### config.mk
export PLATFORM = sky130hd
export DESIGN_NAME = baud_gen_frac
export DESIGN_NICKNAME = d
export VERILOG_FILES = /design/src/rtl/baud_gen_frac.sv
export SDC_FILE = /design/constraint.sdc
export NUM_CORES = 1
export LEC_CHECK = 0
export ABC_AREA = 1
export BUFFER_PORTS_ARGS = -buffer_cell sky130_fd_sc_hd__buf_4
export CORE_ASPECT_RATIO = 1.4
export CORE_UTILIZATION = 50
export CTS_BUF_LIST = sky130_fd_sc_hd__clkbuf_16
export CTS_CLUSTER_DIAMETER = 60
export DETAILED_ROUTE_END_ITERATION = 7
export PLACE_DENSITY = 0.76
export SKIP_CTS_REPAIR_TIMING = 1
export SYNTH_ARGS = -nofsm -noshare
export SYNTH_HDL_FRONTEND = slang
export SYNTH_SLANG_ARGS = --single-unit
### constraint.sdc
create_clock -name clock -period 5.8 [get_ports clock]
set_input_delay 0.58 -clock clock [delete_from_list [all_inputs] [get_ports clock]]
set_output_delay 0.58 -clock clock [all_outputs]
set_load 0.005 [all_outputs]
### src/rtl/baud_gen_frac.sv
// Runtime-programmable fractional baud generator: a prescaler with a fractional
// accumulator produces os_tick; a phase counter divides that down to baud_tick.
module baud_gen_frac #(
  parameter int INT_WIDTH    = 16,
  parameter int FRAC_WIDTH   = 4,
  parameter int OVERSAMPLE   = 16,
  parameter int DEFAULT_INT  = 27,
  parameter int DEFAULT_FRAC = 2,
  localparam int PH_W        = $clog2(OVERSAMPLE)
) (
  input  logic                  clock,
  input  logic                  reset,
  input  logic                  enable,
  input  logic                  div_load,
  input  logic [INT_WIDTH-1:0]  div_int,
  input  logic [FRAC_WIDTH-1:0] div_frac,
  input  logic                  start,
  output logic                  os_tick,
  output logic                  baud_tick,
  output logic [PH_W-1:0]       os_phase
);

  // The period can be int+carry, so it needs one bit more than the divisor.
  localparam int P_W = INT_WIDTH + 1;

  localparam logic [INT_WIDTH-1:0]  RST_INT  = (DEFAULT_INT < 2) ? INT_WIDTH'(2) : INT_WIDTH'(DEFAULT_INT);
  localparam logic [FRAC_WIDTH-1:0] RST_FRAC = FRAC_WIDTH'(DEFAULT_FRAC);
  localparam logic [PH_W-1:0]       PH_HALF  = PH_W'(OVERSAMPLE / 2);
  localparam logic [PH_W-1:0]       PH_LAST  = PH_W'(OVERSAMPLE - 1);

  function automatic logic [INT_WIDTH-1:0] clamp_int(input logic [INT_WIDTH-1:0] value);
    if (value < INT_WIDTH'(2)) begin
      clamp_int = INT_WIDTH'(2);
    end else begin
      clamp_int = value;
    end
  endfunction

  logic [INT_WIDTH-1:0]  shadow_int_r,  shadow_int_s;
  logic [FRAC_WIDTH-1:0] shadow_frac_r, shadow_frac_s;
  logic [P_W-1:0]        cnt_r,    cnt_s;
  logic [P_W-1:0]        period_r, period_s;
  logic [FRAC_WIDTH-1:0] acc_r,    acc_s;
  logic [PH_W-1:0]       phase_r,  phase_s;
  logic                  os_tick_r,   os_tick_s;
  logic                  baud_tick_r, baud_tick_s;

  logic [INT_WIDTH-1:0]  load_int_s;
  logic [INT_WIDTH-1:0]  eff_int_s;
  logic [FRAC_WIDTH-1:0] eff_frac_s;
  logic [FRAC_WIDTH:0]   acc_sum_s;
  logic [P_W-1:0]        wrap_period_s;
  logic                  wrap_s;

  // Divisor that becomes active at a wrap or start; a same-cycle load is taken directly.
  always_comb begin
    load_int_s    = clamp_int(div_int);
    eff_int_s     = shadow_int_r;
    eff_frac_s    = shadow_frac_r;
    if (div_load) begin
      eff_int_s  = load_int_s;
      eff_frac_s = div_frac;
    end else begin
      eff_int_s  = shadow_int_r;
      eff_frac_s = shadow_frac_r;
    end
    wrap_s        = (cnt_r == (period_r - P_W'(1)));
    acc_sum_s     = {1'b0, acc_r} + {1'b0, eff_frac_s};
    wrap_period_s = {1'b0, eff_int_s} + {{INT_WIDTH{1'b0}}, acc_sum_s[FRAC_WIDTH]};
  end

  // Next-state: start resyncs mid-bit and beats a coincident wrap; enable gates counting.
  always_comb begin
    shadow_int_s  = shadow_int_r;
    shadow_frac_s = shadow_frac_r;
    cnt_s         = cnt_r;
    period_s      = period_r;
    acc_s         = acc_r;
    phase_s       = phase_r;
    os_tick_s     = 1'b0;
    baud_tick_s   = 1'b0;

    if (div_load) begin
      shadow_int_s  = load_int_s;
      shadow_frac_s = div_frac;
    end else begin
      shadow_int_s  = shadow_int_r;
      shadow_frac_s = shadow_frac_r;
    end

    if (start) begin
      cnt_s    = {P_W{1'b0}};
      acc_s    = {FRAC_WIDTH{1'b0}};
      period_s = {1'b0, eff_int_s};
      phase_s  = PH_HALF;
    end else if (enable) begin
      if (wrap_s) begin
        cnt_s       = {P_W{1'b0}};
        os_tick_s   = 1'b1;
        acc_s       = acc_sum_s[FRAC_WIDTH-1:0];
        period_s    = wrap_period_s;
        phase_s     = phase_r + PH_W'(1);
        baud_tick_s = (phase_r == PH_LAST);
      end else begin
        cnt_s = cnt_r + P_W'(1);
      end
    end else begin
      cnt_s   = cnt_r;
      acc_s   = acc_r;
      phase_s = phase_r;
    end
  end

  // State register with synchronous reset to the default divisor.
  always_ff @(posedge clock) begin
    if (reset) begin
      shadow_int_r  <= RST_INT;
      shadow_frac_r <= RST_FRAC;
      cnt_r         <= {P_W{1'b0}};
      period_r      <= {1'b0, RST_INT};
      acc_r         <= {FRAC_WIDTH{1'b0}};
      phase_r       <= {PH_W{1'b0}};
      os_tick_r     <= 1'b0;
      baud_tick_r   <= 1'b0;
    end else begin
      shadow_int_r  <= shadow_int_s;
      shadow_frac_r <= shadow_frac_s;
      cnt_r         <= cnt_s;
      period_r      <= period_s;
      acc_r         <= acc_s;
      phase_r       <= phase_s;
      os_tick_r     <= os_tick_s;
      baud_tick_r   <= baud_tick_s;
    end
  end

  assign os_tick   = os_tick_r;
  assign baud_tick = baud_tick_r;
  assign os_phase  = phase_r;

endmodule
==> results of run 1 <==
[cells in the mapped netlist (2+ instances only)]
library cell,number,area [sq um]
sky130_fd_sc_hd__a21oi_1,11,55.1
sky130_fd_sc_hd__and2_1,2,12.5
sky130_fd_sc_hd__buf_6,3,33.8
sky130_fd_sc_hd__clkbuf_1,4,15.0
sky130_fd_sc_hd__dfxtp_1,64,1280
sky130_fd_sc_hd__ha_1,9,113
sky130_fd_sc_hd__inv_1,86,323
sky130_fd_sc_hd__inv_2,2,7.51
sky130_fd_sc_hd__nand2_1,196,736
sky130_fd_sc_hd__nand2_2,6,37.5
sky130_fd_sc_hd__nand2_4,2,22.5
sky130_fd_sc_hd__nand3_1,47,235
sky130_fd_sc_hd__nand3b_1,6,45.0
sky130_fd_sc_hd__nand4_1,11,68.8
sky130_fd_sc_hd__nor2_1,77,289
sky130_fd_sc_hd__nor2_2,7,43.8
sky130_fd_sc_hd__nor2_4,3,33.8
sky130_fd_sc_hd__nor3_1,7,35.0
sky130_fd_sc_hd__nor4_1,2,12.5
sky130_fd_sc_hd__o211ai_1,2,15.0
sky130_fd_sc_hd__o21ai_0,21,105
sky130_fd_sc_hd__o21ai_1,3,15.0
sky130_fd_sc_hd__o22ai_1,6,37.5
sky130_fd_sc_hd__or2_2,5,31.3
sky130_fd_sc_hd__xnor2_1,12,105
sky130_fd_sc_hd__xor2_1,17,149
[layout by cell type, fill, tap and decap left out, types with 2 or more instances in the layout]
| cell | n |
|---|---|
| sky130_fd_sc_hd__o22ai_1 | 6 |
| sky130_fd_sc_hd__or2_2 | 5 |
| sky130_fd_sc_hd__nor2_1 | 77 |
| sky130_fd_sc_hd__a21oi_1 | 11 |
| sky130_fd_sc_hd__ha_1 | 9 |
| sky130_fd_sc_hd__buf_4 | 30 |
| sky130_fd_sc_hd__nand3b_1 | 6 |
| sky130_fd_sc_hd__nor2_2 | 7 |
| sky130_fd_sc_hd__o21ai_1 | 3 |
| sky130_fd_sc_hd__xor2_1 | 17 |
| sky130_fd_sc_hd__nand2_4 | 2 |
| sky130_fd_sc_hd__and2_1 | 2 |
| sky130_fd_sc_hd__inv_2 | 2 |
| sky130_fd_sc_hd__nor2_4 | 3 |
| sky130_fd_sc_hd__inv_1 | 91 |
| sky130_fd_sc_hd__xnor2_1 | 12 |
| sky130_fd_sc_hd__o211ai_1 | 2 |
| sky130_fd_sc_hd__o21ai_0 | 21 |
| sky130_fd_sc_hd__nor4_1 | 2 |
| sky130_fd_sc_hd__nand2_1 | 196 |
| sky130_fd_sc_hd__nor3_1 | 7 |
| sky130_fd_sc_hd__dfxtp_1 | 64 |
| sky130_fd_sc_hd__nand3_1 | 47 |
| sky130_fd_sc_hd__nand4_1 | 11 |
| sky130_fd_sc_hd__clkbuf_16 | 9 |
| sky130_fd_sc_hd__nand2_2 | 6 |
[area by class of cell]
| class | count | area [sq um] |
|---|---|---|
| Tap cell | 100 | 125 |
| Fill cell | 769 | 3260 |
| Inverter | 90 | 340 |
| Multi-Input combinational cell | 461 | 2310 |
| Sequential cell | 64 | 1280 |
| Clock inverter | 6 | 23.8 |
| Timing Repair Buffer | 30 | 225 |
| Clock buffer | 9 | 225 |
[registers in the layout (all words and copies together), names as in the netlist]
signal         count
period_r          17
baud_tick          1
os_tick            1
os_phase           4
cnt_r             17
shadow_int_r      16
shadow_frac_r      4
acc_r              4
[path summary, 6_finish.rpt]
| path | to | slack (ns) | depth (start not counted) | startpoint |
|---|---|---|---|---|
| min reg2reg | shadow_int_r[3] | 0.45 | 2 | shadow_int_r[3] |
| min | shadow_int_r[3] | 0.45 | 2 | shadow_int_r[3] |
| max reg2reg | period_r[13] | 2.99 | 15 | shadow_frac_r[0] |
| max | period_r[13] | 2.44 | 16 | div_load |
[power breakdown]
group          switching, W  internal, W  total [W]  leakage (nW)
combinational     0.0000902    0.0000516   0.000142          1.65
sequential        0.0000121     0.000456   0.000468         0.523
clock              0.000181     0.000277   0.000458         0.141
total              0.000283     0.000785    0.00107          2.32
[tightest hold or removal path: stages (launching register included)]
cell and delay [ns]:
sky130_fd_sc_hd__dfxtp_1 0.30, sky130_fd_sc_hd__nand2_1 0.06, sky130_fd_sc_hd__nand3_1 0.06
[through the flow]
step	total power, W	setup slack [ns]
finish	0.00107	2.44
global route	0.00112	1.94
CTS	0.00108	2.42
detailed placement	0.000618	2.10
global placement	0.000614	2.17
floorplan	0.000581	2.66
[routing by layer]
| layer | global-route usage [%] | part of all wire (%) | vias up |
|---|---|---|---|
| met1 | 24.2 | 41 | 1684 |
| met3 | 4.47 | 2.6 | 23 |
| met4 | 15.1 | 4.4 | 0 |
| met5 | 0 | 0 | - |
| met2 | 45.6 | 52 | 63 |
| li1 | - | - | 2010 |
[cell families after synthesis]
group / Yosys count / share of synthesized area, %
flops: 64 / 31.8
compound gates: 46 / 6.23
fa+ha+maj: 10 / 3.29
xor+xnor: 29 / 6.30
buf+inv: 101 / 10.9
simple gates: 376 / 41.5
==> reports/summary.log, run 1 <==
qor: status.status completed
qor: pwr.power.density 236 nW/um^2
qor: clock_tree.worst_skew_pair.late_latency 0.33 ns
qor: clock_tree.cts.path.max_buffers 2
qor: timing.final_max_slew_viol_count 0
qor: pwr.highest_ir_drop_seen_on_vdd 190 uV
qor: hold_path.worstHoldPathType reg2reg
qor: worst_setup_path.cp.buffers_inverters 3
qor: timing.timing.fmax 0.297 GHz
qor: floorplan.fp.dieW 77.9 um
qor: timing.maxSlewHeadroom 63.8%
qor: layout.instances_no_fill 760
qor: drt.routed_wirelength 9180 um
qor: floorplan.core_region_area 7800 sq um
qor: clock_tree.clk_root_buffer_cell sky130_fd_sc_hd__clkbuf_16
qor: yosys.netlist_area 4030 sq um
qor: timing.setup-violations-final 0
qor: timing.grt_setup_unrepaired no
qor: worst_setup_path.endpoint_kind register
qor: timing.hold_ws 0.450 ns
qor: drt.vias_per_cell 4.97
qor: worst_setup_path.worstPathCellList buf_4 -> clkinv_1 -> nand2_1 -> nand2_1 -> ha_1 -> nand2_1 -> o21ai_0 -> ha_1 -> inv_1 -> nor2_1 -> nand4_1 -> nor2_1 -> nand2_1 -> o21ai_0 -> nand4_1 -> nand2_1
qor: floorplan.io_pins 31
qor: pwr.static-leakage-power 2.32 nW
qor: placement.finalWeightedCongestion 0.887
qor: worst_setup_path.timing.critical_path.slowest_stage_cell sky130_fd_sc_hd__clkinv_1
qor: placement.placed_cells_incl_taps 745
qor: timing.layout_worst_path_cycle_share 58.0%
qor: yosys.post_synthesis_sequential_area_ratio 31.8%
qor: flow_run.max_cap_viol_count 0
qor: yosys.ys_types 41
qor: placement.io_buffers 30
qor: layout.final_net_count 691
qor: yosys.postSynth.topFlopCell sky130_fd_sc_hd__dfxtp_1
qor: worst_setup_path.crit_path_frequent_cell sky130_fd_sc_hd__nand2_1
qor: drt.ant_nets 0
qor: timing.worst_clock_skew 0.00451 ns
qor: worst_setup_path.critical_path.startpoint_type input port
qor: clock_tree.cts_htree_levels 3
qor: floorplan.floorplan.initialDensity 51.7%
qor: drt.drc 0
qor: yosys.syn-instance-count 626
qor: placement.area_after_dpl 4280 sq um
qor: yosys.synth-edff-count 0
qor: drt.wire_per_inst 12.1 um
qor: global_route.grt-ovfl-total 0
qor: worst_setup_path.critical_path_required 6.08 ns
qor: worst_setup_path.max_stage_delay 0.46 ns
qor: floorplan.total_die_area 8440 sq um
qor: worst_setup_path.critPathArrivalTime 3.64 ns
qor: layout.final_util 58.1%
qor: layout.antenna_cells_inserted 0
qor: placement.dpl.hpwl 7220 um
qor: layout.post_layout_inst_area 4530 sq um
qor: drt.dr.pass1.iters 4
qor: global_route.grt_antenna_before_repair 0
qor: global_route.global_route_wire_length_before_repair 15800 um
qor: drt.routed-via-count 3780
qor: yosys.syn-mean-instance-area 6.44 sq um
qor: timing.period_minus_slack 3.36 ns
qor: yosys.synth_seq_cells 64
qor: clock_tree.clock_tree_from_tritoncts done
qor: worst_setup_path.timing.critical_path.fanout_max 22
qor: floorplan.die_height 108 um
qor: layout.final_layout_size_suffix_gt1_share 10.8%
qor: yosys.syn_nets 661
qor: global_route.grt_max_degree 24
qor: timing.finalSetupTns 0 ns
qor: layout.area_delta_synth_final 12.4%
qor: yosys.yosysWarnings 0
qor: clock_tree.clkSinkCount 64
qor: yosys.synth-async-reset-ratio 0%
qor: timing.report.final.hold_viol_count 0
qor: drt.drt-initial-drc-count 127
qor: clock_tree.numCtsBuffers 9
qor: worst_setup_path.path_delay_family simple AND/OR/NAND/NOR gates
qor: clock_tree.cts.clk_slew.worst_paths 0.05 ns
qor: timing.max_slew.worst_pin.slew 0.540 ns
qor: global_route.tot_gr_track_use 24.2%
qor: worst_setup_path.path_class in2reg
qor: floorplan.std_cell_rows 38
qor: global_route.first_global_vias 3662
(Power assumes the default switching activity.)
==> run 2, diff against run 1 <==
- ABC_AREA: 1 -> 0
- PLACE_DENSITY: 0.76 -> 0.77
- clock period: 5.8 -> 3.43 ns (I/O delays scaled with it)
==> run 2 against run 1 <==
  * Core utilization up 2.0 points
  * Clock power rose by 76%
  * Design area down 6.2%
  * Non-clock buffer count is 5 higher
  * Critical endpoint is now cnt_r[14]
  * Clock skew rose by 0.00094 ns
  * Flip-flop and latch count stayed put
  * Area after synthesis is 7.7% lower
==> reports/summary.log, run 2 <==
qor: hold_path.worstHoldPathType in2reg
qor: layout.final_common_cell sky130_fd_sc_hd__dfxtp_1
qor: yosys.post_synthesis_sequential_area_ratio 34.4% [+2.6 points]
qor: drt.drt-initial-drc-count 155 [+22%]
qor: placement.io_buffers 30 [unchanged]
qor: global_route.grt_antenna_before_repair 0 [unchanged]
qor: yosys.synth-async-reset-ratio 0% [unchanged]
qor: timing.period_minus_slack 3.06 ns
qor: worst_setup_path.max_stage_delay 0.48 ns [+0.02 ns]
qor: worst_setup_path.path_delay_family simple AND/OR/NAND/NOR gates
qor: yosys.netlist_top_cells_count sky130_fd_sc_hd__dfxtp_1 (64), sky130_fd_sc_hd__nor2_1 (45), sky130_fd_sc_hd__xor2_1 (28)
qor: worst_setup_path.startpoint period_r[0]
qor: pwr.power.density 426 nW/um^2 [+81%]
qor: yosys.netlist_area 3720 sq um [-7.7%]
qor: yosys.yosysWarnings 0 [unchanged]
qor: drt.dr.pass1.iters 4 [unchanged]
qor: floorplan.total_die_area 7800 sq um [-7.5%]
qor: drt.drc 0 [unchanged]
qor: worst_setup_path.critPathArrivalTime 3.29 ns [-0.35 ns]
qor: drt.ant_nets 0 [unchanged]
qor: placement.area_after_dpl 4000 sq um [-6.7%]
qor: layout.area_delta_synth_final 14.1%
qor: timing.report.final.hold_viol_count 0 [unchanged]
qor: floorplan.core_region_area 7070 sq um [-9.3%]
qor: timing.max_slew.worst_pin.slew 0.576 ns [+0.0360 ns]
qor: layout.post_layout_inst_area 4250 sq um [-6.2%]
qor: timing.worst_clock_skew 0.00544 ns [+0.000935 ns]
qor: clock_tree.worst_skew_pair.late_latency 0.34 ns [about the same]
qor: worst_setup_path.rr_startpoint period_r[0]
qor: yosys.main_combinational_cell_family_by_area_after_synthesis simple AND/OR/NAND/NOR gates
qor: yosys.syn_nets 462 [-30%]
qor: layout.largestRegisters cnt_r: 17 flops, period_r: 17 flops, shadow_int_r: 16 flops
qor: timing.timing.fmax 0.326 GHz
qor: timing.setup-violations-final 0 [unchanged]
qor: layout.layout.cells.most_common_list sky130_fd_sc_hd__dfxtp_1 (64), sky130_fd_sc_hd__nor2_1 (45), sky130_fd_sc_hd__buf_4 (35)
qor: clock_tree.cts_htree_levels 3 [unchanged]
qor: yosys.syn-mean-instance-area 8.72 sq um [+35%]
qor: floorplan.fp.dieW 74.9 um [-3.8%]
qor: placement.dpl.hpwl 5990 um [-17%]
qor: yosys.synth-edff-count 0 [unchanged]
qor: worst_setup_path.timing.critical_path.fanout_max 16 [-27%]
qor: drt.wire_per_inst 15.1 um [+25%]
qor: clock_tree.cts.path.max_buffers 2 [unchanged]
qor: clock_tree.clkSinkCount 64 [unchanged]
qor: hold_path.hp-start div_frac[1]
qor: pwr.static-leakage-power 1.60 nW [-31%]
qor: flow_run.max_cap_viol_count 0 [unchanged]
qor: worst_setup_path.endpoint_kind register
qor: floorplan.io_pins 31 [unchanged]
qor: drt.vias_per_cell 5.72 [+15%]
qor: layout.final_net_count 485 [-30%]
qor: timing.grt_setup_unrepaired no
qor: yosys.synth_simple_gate_area_share 25.3% [-16 points]
qor: timing.maxSlewHeadroom 60.5% [-3.4 points]
qor: layout.final_layout_size_suffix_gt1_share 16.3% [+5.5 points]
qor: global_route.first_global_vias 3099 [-15%]
qor: placement.finalWeightedCongestion 0.821 [-7.4%]
qor: yosys.synth.mux.area_fraction 5.85% [+5.8 points]
qor: yosys.synth_seq_cells 64 [unchanged]
qor: yosys.synth-xor-area-share 11.8% [+5.5 points]
qor: worst_setup_path.critical_path.startpoint_type register
qor: global_route.grt-ovfl-total 0 [unchanged]
qor: yosys.netlist_top_cells_area sky130_fd_sc_hd__dfxtp_1 (34%), sky130_fd_sc_hd__xor2_1 (6.6%), sky130_fd_sc_hd__xnor2_1 (5.2%)
qor: yosys.ys_types 59 [+44%]
qor: layout.fillerInstances 629 [-18%]
qor: clock_tree.clk_root_buffer_cell sky130_fd_sc_hd__clkbuf_16
qor: pwr.highest_ir_drop_seen_on_vdd 397 uV [+110%]
qor: clock_tree.cts.clk_slew.worst_paths 0.05 ns [about the same]
qor: worst_setup_path.rrSetupSlack 0.37 ns [-2.62 ns]
qor: worst_setup_path.regToRegEndpoint cnt_r[14]
qor: floorplan.floorplan.initialDensity 52.7% [+0.92 points]
qor: drt.routed-via-count 3147 [-17%]
qor: status.status completed
qor: timing.finalSetupTns 0 ns [unchanged]
qor: worst_setup_path.cp.buffers_inverters 2 [-1]
qor: global_route.grt_max_degree 46 [+92%]
qor: drt.routed_wirelength 8330 um [-9.3%]
qor: floorplan.std_cell_rows 36 [-5.3%]
qor: floorplan.die_height 104 um [-3.8%]
qor: layout.antenna_cells_inserted 0 [unchanged]
qor: yosys.netlist.area_leader.share 34.4% [+2.6 points]
qor: worst_setup_path.worstPathCellList inv_1 -> ha_1 -> nor4b_4 -> nand3_1 -> xor2_1 -> a21oi_1 -> nand4_1 -> o21bai_2 -> buf_4 -> nor2_1
qor: yosys.yosys.cell_count.top_type sky130_fd_sc_hd__dfxtp_1
qor: worst_setup_path.critical_path_required 3.66 ns [-2.42 ns]
qor: worst_setup_path.ff2ff_path_depth 10 [-5]
qor: yosys.synth-adder-area-share 3.56% [+0.27 points]
qor: yosys.synth_compound_area_share 14.2% [+8.0 points]
qor: timing.layout_worst_path_cycle_share 89.3%
qor: hold_path.worstHoldPathCells 3 [+1]
qor: timing.final_max_slew_viol_count 0 [unchanged]
qor: global_route.global_route_wire_length_before_repair 14000 um [-11%]
qor: worst_setup_path.path_class reg2reg
qor: yosys.syn-instance-count 427 [-32%]
qor: clock_tree.numCtsBuffers 9 [unchanged]
qor: yosys.yosysTopAreaCell sky130_fd_sc_hd__dfxtp_1
qor: hold_path.worstHoldEndpoint shadow_frac_r[1]
qor: worst_setup_path.timing.critical_path.slowest_stage_cell sky130_fd_sc_hd__nor4b_4
qor: global_route.tot_gr_track_use 23.3% [-0.82 points]
qor: clock_tree.clock_tree_from_tritoncts done
qor: yosys.postSynth.topFlopCell sky130_fd_sc_hd__dfxtp_1
==> run 2: changes by cell type after synthesis, sizes merged, moves of 11 or more <==
cell and change:
inv -71, mux2i +15, nand2 -185, nand2b +12
nand3 -36, nor2 -42, xor2 +11
==> run 2: worst min-delay path: cells and delay by family <==
| kind | cells | cell delay [ns] |
|---|---|---|
| buffers and inverters | 1 | 0.08 |
| muxes | 1 | 0.11 |
| and+or+nand+nor | 1 | 0.09 |
==> run 2: worst max-delay path by stage <==
stage / end / slack [ns] / cells after the start
floorplan: period_r[14] / 0.009 / 18
global placement: period_r[14] / 0.21 / 16
detailed placement: period_r[14] / 0.12 / 16
CTS: cnt_r[14] / 0.36 / 10
global route: cnt_r[14] / 0.06 / 10
finish: cnt_r[14] / 0.37 / 10
==> run 2: area by class of cell <==
cell class / count / area (sq um) / area share [%]
inverter: 18 / 67.6 / 1.59
clock inverter: 7 / 30.0 / 0.707
multi-input combinational: 322 / 2260 / 53.3
tap: 95 / 119 / 2.80
sequential: 64 / 1280 / 30.1
timing repair buffer: 35 / 263 / 6.18
clock buffer: 9 / 225 / 5.30
==> run 2: metal layers <==
layer	part of all wire, %	vias to the layer above	global-route usage [%]
met5	0	-	0
met4	5.4	0	16.6
met3	3.6	27	3.88
met2	50	88	37.1
met1	41	1470	27.5
li1	-	1562	-
==> run 2: report_power, final <==
part           leakage, nW  switching [W]  internal (W)  total (W)
logic                0.947       0.000120     0.0000909   0.000211
registers            0.523      0.0000252      0.000771   0.000796
clock network        0.133       0.000332      0.000474   0.000806
==> run 2: logic make-up (layout without fill, tap and decap cells) <==
kind of cell / count (synthesis) / count (layout)
adders and majority gates: 10 / 10
muxes: 21 / 21
AOI/OAI and AO/OA: 74 / 74
DFF: 64 / 64
buffers and inverters: 41 / 69
xor gates and xnor gates: 50 / 50
and+or+nand+nor: 167 / 167
==> run 2: through the flow <==
stage | power, W | worst slack [ns] | hold slack (ns) | std cells | util (%)
floorplan | 0.000958 | 0.00909 | 0.454 | 427 | -
global placement | 0.00101 | 0.209 | 0.470 | 534 | 56.5
detailed placement | 0.00102 | 0.123 | 0.477 | 534 | 56.5
CTS | 0.00182 | 0.359 | 0.322 | 550 | 60.1
global route | 0.00187 | 0.0579 | 0.350 | 550 | 60.1
finish | 0.00181 | 0.366 | 0.315 | 550 | 60.1
